$ cat config.mk
export PLATFORM = sky130hd
export DESIGN_NAME = alu_arbiter_flat
export DESIGN_NICKNAME = d
export VERILOG_FILES = /design/src/rtl/alu_arbiter_if.sv /design/src/rtl/alu_arbiter.sv /design/src/flat_wrapper.sv
export SDC_FILE = /design/constraint.sdc
export NUM_CORES = 1
export LEC_CHECK = 0
export CAP_MARGIN = 20
export CORE_ASPECT_RATIO = 1.75
export CORE_MARGIN = 4
export CORE_UTILIZATION = 44
export CTS_CLUSTER_DIAMETER = 40
export DETAILED_ROUTE_END_ITERATION = 16
export HOLD_SLACK_MARGIN = 0.08
export PLACE_DENSITY = 0.83
export REMOVE_ABC_BUFFERS = 1
export SYNTH_ARGS = -nofsm -noshare
export SYNTH_HDL_FRONTEND = slang
export SYNTH_SLANG_ARGS = --single-unit
export TNS_END_PERCENT = 50
$ cat constraint.sdc
create_clock -name clk -period 5.5 [get_ports clk]
set_input_delay 1.1 -clock clk [delete_from_list [all_inputs] [get_ports clk]]
set_output_delay 1.1 -clock clk [all_outputs]
set_load 0.01 [all_outputs]
$ cat src/rtl/alu_arbiter_if.sv
// rtl/alu_arbiter_if.sv - Bus bundle between the ALU arbiter and its environment
//
// Groups the two requester command channels, the ALU operand/result path,
// the shared response channel and the debug counters.
//   slave  : arbiter side (consumes commands and ALU result, produces
//            ready, ALU operands, response and counters)
//   master : environment side (requesters, ALU and response consumer)
interface alu_arbiter_if #(
  parameter int WIDTH = 16,
  parameter int OPW   = 4,
  parameter int CNTW  = 16
);
  logic             r0_valid;
  logic             r0_ready;
  logic [OPW-1:0]   r0_op;
  logic [WIDTH-1:0] r0_a;
  logic [WIDTH-1:0] r0_b;
  logic             r1_valid;
  logic             r1_ready;
  logic [OPW-1:0]   r1_op;
  logic [WIDTH-1:0] r1_a;
  logic [WIDTH-1:0] r1_b;
  logic [OPW-1:0]   alu_op;
  logic [WIDTH-1:0] alu_a;
  logic [WIDTH-1:0] alu_b;
  logic [WIDTH-1:0] alu_result;
  logic             rsp_valid;
  logic             rsp_ready;
  logic             rsp_id;
  logic [WIDTH-1:0] rsp_data;
  logic             rsp_err;
  logic             busy;
  logic [CNTW-1:0]  op_count;
  logic [CNTW-1:0]  err_count;

  modport slave (
    input  r0_valid, r0_op, r0_a, r0_b,
    input  r1_valid, r1_op, r1_a, r1_b,
    input  alu_result, rsp_ready,
    output r0_ready, r1_ready,
    output alu_op, alu_a, alu_b,
    output rsp_valid, rsp_id, rsp_data, rsp_err,
    output busy, op_count, err_count
  );

  modport master (
    output r0_valid, r0_op, r0_a, r0_b,
    output r1_valid, r1_op, r1_a, r1_b,
    output alu_result, rsp_ready,
    input  r0_ready, r1_ready,
    input  alu_op, alu_a, alu_b,
    input  rsp_valid, rsp_id, rsp_data, rsp_err,
    input  busy, op_count, err_count
  );
endinterface

$ cat src/rtl/alu_arbiter.sv
// rtl/alu_arbiter.sv - Two-requester round-robin scheduler for a shared combinational ALU
//
// Ports:
//   clk  : rising-edge clock
//   rst  : asynchronous active-high reset
//   bus  : alu_arbiter_if.slave
//          r0_*/r1_* command channels (valid/ready, op, a, b)
//          alu_op/alu_a/alu_b registered ALU operands, alu_result from the ALU
//          rsp_valid/rsp_ready/rsp_id/rsp_data/rsp_err shared response channel
//          busy, op_count, err_count debug status
//
// One command at a time: IDLE (grant) -> EXEC (ALU settles, capture) ->
// RESP (hold until consumed) -> IDLE.
module alu_arbiter #(
  parameter int WIDTH = 16,
  parameter int OPW   = 4,
  parameter int CNTW  = 16
) (
  input logic           clk,
  input logic           rst,
  alu_arbiter_if.slave  bus
);

  typedef enum logic [1:0] {
    IDLE = 2'd0,
    EXEC = 2'd1,
    RESP = 2'd2
  } state_t;

  // Opcodes at or above this value hit the ALU's default case.
  localparam logic [OPW-1:0] ILLEGAL_MIN = OPW'(8);

  state_t           state;
  state_t           state_nx;
  logic             rr_ptr;
  logic             gnt0;
  logic             gnt1;

  logic [OPW-1:0]   op_q;
  logic [WIDTH-1:0] a_q;
  logic [WIDTH-1:0] b_q;
  logic             rsp_valid_q;
  logic             rsp_id_q;
  logic [WIDTH-1:0] rsp_data_q;
  logic             rsp_err_q;
  logic [CNTW-1:0]  op_cnt_q;
  logic [CNTW-1:0]  err_cnt_q;

  logic             rsp_fire;
  assign rsp_fire = rsp_valid_q & bus.rsp_ready;

  // State register
  always_ff @(posedge clk or posedge rst) begin
    if (rst) begin
      state <= IDLE;
    end else begin
      state <= state_nx;
    end
  end

  // Next-state logic
  always_comb begin
    state_nx = state;
    case (state)
      IDLE:    if (gnt0 || gnt1) state_nx = EXEC;
      EXEC:    state_nx = RESP;
      RESP:    if (rsp_fire) state_nx = IDLE;
      default: state_nx = IDLE;
    endcase
  end

  // Output logic: grant decode. r0 wins unless r1 is also valid and the
  // round-robin pointer favours r1.
  always_comb begin
    gnt0 = 1'b0;
    gnt1 = 1'b0;
    if (state == IDLE) begin
      if (bus.r0_valid && (!bus.r1_valid || !rr_ptr)) begin
        gnt0 = 1'b1;
      end else if (bus.r1_valid) begin
        gnt1 = 1'b1;
      end
    end
  end

  // Datapath and bookkeeping registers
  always_ff @(posedge clk or posedge rst) begin
    if (rst) begin
      rr_ptr      <= 1'b0;
      op_q        <= '0;
      a_q         <= '0;
      b_q         <= '0;
      rsp_valid_q <= 1'b0;
      rsp_id_q    <= 1'b0;
      rsp_data_q  <= '0;
      rsp_err_q   <= 1'b0;
      op_cnt_q    <= '0;
      err_cnt_q   <= '0;
    end else begin
      case (state)
        IDLE: begin
          if (gnt0) begin
            op_q     <= bus.r0_op;
            a_q      <= bus.r0_a;
            b_q      <= bus.r0_b;
            rsp_id_q <= 1'b0;
          end else if (gnt1) begin
            op_q     <= bus.r1_op;
            a_q      <= bus.r1_a;
            b_q      <= bus.r1_b;
            rsp_id_q <= 1'b1;
          end
        end
        EXEC: begin
          // ALU output is passed through untouched, including its
          // illegal-op marker; the error flag is derived from the opcode.
          rsp_data_q  <= bus.alu_result;
          rsp_err_q   <= (op_q >= ILLEGAL_MIN);
          rsp_valid_q <= 1'b1;
        end
        RESP: begin
          if (rsp_fire) begin
            rsp_valid_q <= 1'b0;
            rr_ptr      <= ~rsp_id_q;
            if (op_cnt_q != {CNTW{1'b1}}) begin
              op_cnt_q <= op_cnt_q + CNTW'(1);
            end
            if (rsp_err_q && (err_cnt_q != {CNTW{1'b1}})) begin
              err_cnt_q <= err_cnt_q + CNTW'(1);
            end
          end
        end
        default: begin
        end
      endcase
    end
  end

  assign bus.r0_ready  = gnt0;
  assign bus.r1_ready  = gnt1;
  assign bus.alu_op    = op_q;
  assign bus.alu_a     = a_q;
  assign bus.alu_b     = b_q;
  assign bus.rsp_valid = rsp_valid_q;
  assign bus.rsp_id    = rsp_id_q;
  assign bus.rsp_data  = rsp_data_q;
  assign bus.rsp_err   = rsp_err_q;
  assign bus.busy      = (state != IDLE);
  assign bus.op_count  = op_cnt_q;
  assign bus.err_count = err_cnt_q;

endmodule

$ cat src/flat_wrapper.sv
// flat-port wrapper written by rule: the top's interface ports become plain ports
module alu_arbiter_flat 
#(
  parameter int WIDTH = 16,
  parameter int OPW   = 4,
  parameter int CNTW  = 16
)
  (clk, rst, bus_r0_valid, bus_r0_op, bus_r0_a, bus_r0_b, bus_r1_valid, bus_r1_op, bus_r1_a, bus_r1_b, bus_alu_result, bus_rsp_ready, bus_r0_ready, bus_r1_ready, bus_alu_op, bus_alu_a, bus_alu_b, bus_rsp_valid, bus_rsp_id, bus_rsp_data, bus_rsp_err, bus_busy, bus_op_count, bus_err_count);
  alu_arbiter_if #(.WIDTH(WIDTH), .OPW(OPW), .CNTW(CNTW)) bus_i ();
  input logic clk;
  input logic rst;
  input wire logic [$bits(bus_i.r0_valid)-1:0] bus_r0_valid;
  input wire logic [$bits(bus_i.r0_op)-1:0] bus_r0_op;
  input wire logic [$bits(bus_i.r0_a)-1:0] bus_r0_a;
  input wire logic [$bits(bus_i.r0_b)-1:0] bus_r0_b;
  input wire logic [$bits(bus_i.r1_valid)-1:0] bus_r1_valid;
  input wire logic [$bits(bus_i.r1_op)-1:0] bus_r1_op;
  input wire logic [$bits(bus_i.r1_a)-1:0] bus_r1_a;
  input wire logic [$bits(bus_i.r1_b)-1:0] bus_r1_b;
  input wire logic [$bits(bus_i.alu_result)-1:0] bus_alu_result;
  input wire logic [$bits(bus_i.rsp_ready)-1:0] bus_rsp_ready;
  output wire logic [$bits(bus_i.r0_ready)-1:0] bus_r0_ready;
  output wire logic [$bits(bus_i.r1_ready)-1:0] bus_r1_ready;
  output wire logic [$bits(bus_i.alu_op)-1:0] bus_alu_op;
  output wire logic [$bits(bus_i.alu_a)-1:0] bus_alu_a;
  output wire logic [$bits(bus_i.alu_b)-1:0] bus_alu_b;
  output wire logic [$bits(bus_i.rsp_valid)-1:0] bus_rsp_valid;
  output wire logic [$bits(bus_i.rsp_id)-1:0] bus_rsp_id;
  output wire logic [$bits(bus_i.rsp_data)-1:0] bus_rsp_data;
  output wire logic [$bits(bus_i.rsp_err)-1:0] bus_rsp_err;
  output wire logic [$bits(bus_i.busy)-1:0] bus_busy;
  output wire logic [$bits(bus_i.op_count)-1:0] bus_op_count;
  output wire logic [$bits(bus_i.err_count)-1:0] bus_err_count;
  assign bus_i.r0_valid = bus_r0_valid;
  assign bus_i.r0_op = bus_r0_op;
  assign bus_i.r0_a = bus_r0_a;
  assign bus_i.r0_b = bus_r0_b;
  assign bus_i.r1_valid = bus_r1_valid;
  assign bus_i.r1_op = bus_r1_op;
  assign bus_i.r1_a = bus_r1_a;
  assign bus_i.r1_b = bus_r1_b;
  assign bus_i.alu_result = bus_alu_result;
  assign bus_i.rsp_ready = bus_rsp_ready;
  assign bus_r0_ready = bus_i.r0_ready;
  assign bus_r1_ready = bus_i.r1_ready;
  assign bus_alu_op = bus_i.alu_op;
  assign bus_alu_a = bus_i.alu_a;
  assign bus_alu_b = bus_i.alu_b;
  assign bus_rsp_valid = bus_i.rsp_valid;
  assign bus_rsp_id = bus_i.rsp_id;
  assign bus_rsp_data = bus_i.rsp_data;
  assign bus_rsp_err = bus_i.rsp_err;
  assign bus_busy = bus_i.busy;
  assign bus_op_count = bus_i.op_count;
  assign bus_err_count = bus_i.err_count;
  alu_arbiter #(.WIDTH(WIDTH), .OPW(OPW), .CNTW(CNTW)) u_core (.clk(clk), .rst(rst), .bus(bus_i));
endmodule
---- Yosys cells after proc, flatten, opt, wreduce, memory -nomap -nowiden ----
Cells that the tools add are included.
word-level totals
  register bits after elaboration ......... 90
  bits of input ports ..................... 93
  output and inout port bits .............. 90
  word-level logic and storage cells ...... 56
cells by class
  $add $sub $neg .......................... 2
  $lt $le $gt $ge ......................... 1
  eq/ne operators ......................... 6
  muxes and demuxes ....................... 18
  bitwise logic cells ..................... 2
  reduce and logical (&&, ||, !) cells .... 16
operator list
  cell                     count
  $mux W16                 4
  $add A16 B1 Y16 const B  2
  $ne A16 B16 Y1 const B   2
  $mux W1                  8
  $mux W4                  2
  $reduce_and A2 Y1        4
  $pmux W2 S3              1
  $reduce_and A3 Y1        2
  $reduce_bool A2 Y1       3
  $ge A4 B4 Y1 const B     1
  $mux W2                  2
  $ne A2 B1 Y1 const B     2
  $eq A2 B1 Y1 const B     1
  $eq A2 B2 Y1 const B     1
  $logic_and A1 B1 Y1      2
  $logic_not A1 Y1         2
  $logic_not A2 Y1         1
  $logic_or A1 B1 Y1       2
  $pmux W1 S2              1
  $and A1 B1 Y1            1
  $not A1 Y1               1

---- Depth between registers and ports, before layout ----
  word-level depth ........................ 8
  gate-level depth with buffers ........... 7

---- Least setup slack after synthesis ----
No wires, ideal clock.
  path kind ............................... input to output
  from .................................... input bus_r1_valid
  to ...................................... output bus_r0_ready
  data arrival time ....................... 1.912 ns
  data required time ...................... 4.400 ns
  setup slack ............................. 2.488 ns
  cell stages on the path ................. 5
  path buffers ............................ 2
  cell sequence ........................... nand2_1 > nand3_1 > clkbuf_1 > buf_1 > inv_1
between the ends
  cells in the longest elaborated chain, start to end .. 5
RTL lines
  element              RTL line            text
  start, declared      flat_wrapper.sv:16  input wire logic [$bits(bus_i.r1_valid)-1:0] bus_r1_valid;
  $logic_not A1 Y1     alu_arbiter.sv:78   if (bus.r0_valid && (!bus.r1_valid || !rr_ptr)) begin
  $logic_or A1 B1 Y1   alu_arbiter.sv:78
  $logic_and A1 B1 Y1  alu_arbiter.sv:78
  $mux W1              alu_arbiter.sv:78
  $mux W1              alu_arbiter.sv:77   if (state == IDLE) begin
  end, declared        flat_wrapper.sv:22  output wire logic [$bits(bus_i.r0_ready)-1:0] bus_r0_ready;
No other way between the ends.

---- Final worst setup path ----
  from .................................... input bus_r0_valid
  to ...................................... output bus_r1_ready
between the ends
  cells in the longest elaborated chain, start to end .. 3
RTL lines
  element              RTL line            text
  start, declared      flat_wrapper.sv:12  input wire logic [$bits(bus_i.r0_valid)-1:0] bus_r0_valid;
  $logic_and A1 B1 Y1  alu_arbiter.sv:78
  $mux W1              alu_arbiter.sv:78
  $mux W1              alu_arbiter.sv:77
  end, declared        flat_wrapper.sv:23  output wire logic [$bits(bus_i.r1_ready)-1:0] bus_r1_ready;
No other way between the ends.

==> flow_summary_export.csv <==
group,metric,value,unit
setup_path,timing.rr.end,"u_core.bus.err_count[12]$_DFFE_PP0P_",
final_layout,fillers,650,
final_layout,finalNonFillerCells,663,
clock_tree,cts.sinks,90,
synth,syn_area,3816,sq um
power,peakVddDrop,0.0003154,V
floorplanning,die_h,131.2,um
synth,synth-edff-count,0,
clock_tree,clkTransAtPathRegs,0.06,ns
power,p_per_area,473.5,nW/um^2
clock_tree,clockRootBuffer,"clkbuf_16",
detailed_routing,finalWirelength,10710,um
detailed_routing,antenna_left,0,
place,gp_congestion,0.8062,
setup_path,crit_required,4.40,ns
timing,period_needed,3.736,ns
synth,synth_common_cells,"dfrtp_1 (90), nor2_1 (88), o22ai_1 (36)",
grt,antenna_found_initial,0,
timing,fin_hold_ws,0.4956,ns
timing,rsz0062_at_grt,"no",
grt,grt_util_met1,21.28,%
timing,setup_violations,0,
timing,tns,0,ns
synth,yosysSeqAreaShare,59.02,%
detailed_routing,routedWlPerCell,16.15,um
detailed_routing,drt_iter0_drc,114,
clock_tree,cts_tree,"built",
synth,synth_top_area_cell,"dfrtp_1",
setup_path,max_stage_delay,0.49,ns
setup_path,rr_startpoint,"u_core.bus.err_count[0]$_DFFE_PP0P_",
clock_tree,cts_setup_buffers,0,
final_layout,antenna_cells,0,
setup_path,critPathKind,"in2out",
setup_path,cp_common_cell,"clkdlybuf4s50_1",
synth,netlist_instances,360,
timing,final.setup.worst_slack,1.764,ns
worst_hold_path,min_from,"u_core.bus.alu_a[2]$_DFFE_PP0P_",
floorplanning,ioPinCount,183,
place,dp_slack,1.758,ns
clock_tree,cts_made_buffers,9,
power,p_int,1912,uW
synth,yosysUniqueCellTypes,32,
detailed_routing,drc,0,
place,placed_cells,648,
floorplanning,dieArea,10290,sq um
timing,fin_skew,0.005891,ns
synth,synth-main-ff-cell,"dfrtp_1",
synth,yosysWarningCount,0,
job,cap_violations,0,
grt,busiest_layer,"met2",
setup_path,worstSetupEndpointType,"output pin",
setup_path,arrival,2.64,ns
floorplanning,core_region_area,8368,sq um
setup_path,path_buf_inv,4,
floorplanning,die_w,78.40,um
worst_hold_path,hold_class,"reg2reg",
setup_path,path_delay_family,"buffers and inverters",
clock_tree,h-tree-depth,3,
timing,fmax,267.6,MHz
setup_path,critPathSlowestCell,"clkdlybuf4s50_1",
synth,ys_async_sr_fraction,100.0,%
power,netSwitchingFraction,33.11,%
synth,synth_top_cell_area_share,59.02,%
timing,finalHoldViolations,0,
worst_hold_path,holdPathEnd,"u_core.bus.alu_a[2]$_DFFE_PP0P_",
setup_path,path_max_fanout,38,
final_layout,nets,639,
grt,track_usage,21.12,%
grt,grt_overflow_total,0,
detailed_routing,viasPerCell,5.116,
final_layout,drive_gt1_share,7.847,%
clock_tree,cts_hold_buf,0,
setup_path,r2r_slack,3.59,ns
detailed_routing,vias,3392,
synth,ys_ff_latch,90,
clock_tree,clock_path_buffers,2,
power,pwr-share-seq,37.4,%
place,dp_hpwl,8326,um
timing,timing.final.crit_share,67.93,%
setup_path,rr_worst_depth,6,
synth,synth_area_leaders,"dfrtp_1 (59%), nor2_1 (8.7%), mux2_2 (5.9%)",
grt,grt_pass1_vias,3615,
power,p_leak,0.002526,uW
setup_path,start_kind,"input port",
clock_tree,cts-resized-gates,0,
synth,avgSynthCellArea,10.60,sq um
floorplanning,start_util,45.60,%
detailed_routing,dr.pass1.iters,5,
timing,worst_slew_pin_slew,0.7714,ns
power,p_sw,946.5,uW
final_layout,final_core_util,72.16,%
worst_hold_path,whs_path_depth,2,
power,share_comb_of_total_power,42.9,%
timing,slew_violations,0,
synth,yosysMostFrequentCell,"dfrtp_1",
grt,globalRouteMet2Util,38.98,%
grt,grt_first_pass_wirelength,17040,um
clock_tree,insertion_delay,0.33,ns
final_layout,syn_to_final_growth,58.23,%
floorplanning,rows,44,
outcome,status,"finished, final reports clean",
grt,grt_max_degree,47,
power,clkPwrFrac,19.7,%
timing,slew_headroom,48.51,%
place,port_buffers,182,
grt,use_met3,6.370,%
setup_path,crit_path_cell_trace,"clkdlybuf4s50_1 -> nand2b_1 -> nand3_1 -> buf_4 -> inv_1 -> clkdlybuf4s50_1",
==> how the worst max path moves through the flow <==
stage,startpoint,end,slack (ns),cells after the start
finish,bus_r0_valid,bus_r1_ready,1.76,6
global route,bus_r0_valid,bus_r1_ready,1.68,6
CTS,bus_r0_valid,bus_r1_ready,1.75,6
detailed placement,bus_r0_valid,bus_r1_ready,1.76,6
global placement,bus_r0_valid,bus_r1_ready,1.79,6
floorplan,rst,u_core.bus.alu_a[0]$_DFFE_PP0P_,2.06,1
==> cell type report <==
cell class / instances / area, sq um / area share [%]
Inverter: 6 / 23.77 / 0.3937
Timing Repair Buffer: 187 / 1859 / 30.79
Tap cell: 115 / 143.9 / 2.383
Clock inverter: 2 / 12.51 / 0.2072
Multi-Input combinational cell: 250 / 1486 / 24.62
Sequential cell: 90 / 2252 / 37.30
Clock buffer: 13 / 260.3 / 4.310
==> sequential cells by signal, summed over array words and instances (netlist names) <==
register and cells:
u_core.bus.alu_b 16, u_core.bus.rsp_valid 1, u_core.bus.op_count 16, u_core.bus.rsp_err 1, u_core.bus.rsp_data 16, u_core.rr_ptr 1, u_core.bus.alu_op 4, u_core.bus.rsp_id 1
u_core.bus.err_count 16, u_core.bus.alu_a 16, u_core.state 2
==> cell families (layout without fill, tap and decap cells) <==
| group | Yosys count | in the layout | synth area share (%) |
|---|---|---|---|
| and+or+nand+nor | 152 | 152 | 18.36 |
| xor gates and xnor gates | 24 | 24 | 5.508 |
| DFF | 90 | 90 | 59.02 |
| adders and majority gates | 2 | 2 | 0.6556 |
| AOI/OAI and AO/OA | 52 | 52 | 8.525 |
| muxes | 20 | 20 | 5.902 |
| buffers and inverters | 20 | 208 | 2.033 |
==> tightest hold or removal path: stages (launching register included) <==
cell	delay [ns]
dfrtp_1	0.34
nor2_1	0.05
nor2_1	0.07
==> layer usage <==
layer / vias to the layer above / wire [um] / share of wire [%]
met5: - / 0 / 0
met4: 0 / 366 / 3.4
met3: 23 / 701 / 6.5
met2: 128 / 5876 / 55
met1: 1616 / 3764 / 35
li1: 1625 / - / -
==> placed cells by master (no fill, tap or decap), types with 2 or more instances in the layout <==
| cell | n |
|---|---|
| a31oi_1 | 3 |
| nor4_1 | 2 |
| ha_1 | 2 |
| and4_1 | 2 |
| a21o_1 | 2 |
| buf_4 | 5 |
| and3_1 | 7 |
| dfrtp_1 | 90 |
| o21ai_0 | 2 |
| xor2_1 | 10 |
| clkbuf_1 | 2 |
| clkinv_2 | 2 |
| a21oi_1 | 5 |
| o21a_1 | 3 |
| nor2_1 | 88 |
| inv_1 | 5 |
| nand3_1 | 20 |
| nor2b_1 | 2 |
| clkbuf_16 | 9 |
| o22ai_1 | 36 |
| nand4_1 | 6 |
| nor3_1 | 4 |
| mux2_2 | 20 |
| xnor2_1 | 14 |
| clkdlybuf4s50_1 | 182 |
| nand2_1 | 14 |
| clkbuf_8 | 2 |
==> through the flow <==
| stage | cell area (sq um) | total power, uW |
|---|---|---|
| after floorplan | 3761 | 1598 |
| after global placement | 5766 | 2277 |
| after detailed placement | 5766 | 2323 |
| after CTS | 6038 | 2901 |
| after global routing | 6038 | 3034 |
| final | 6038 | 2859 |
==> power by group through the flow <==
stage	combinational [uW]	clock [uW]	sequential [uW]
after floorplan	434	0	1160
after global placement	1210	0	1060
after detailed placement	1240	0	1080
after CTS	1250	579	1070
after global routing	1330	600	1100
final	1230	564	1070
Power figures use the tool's default switching activity.
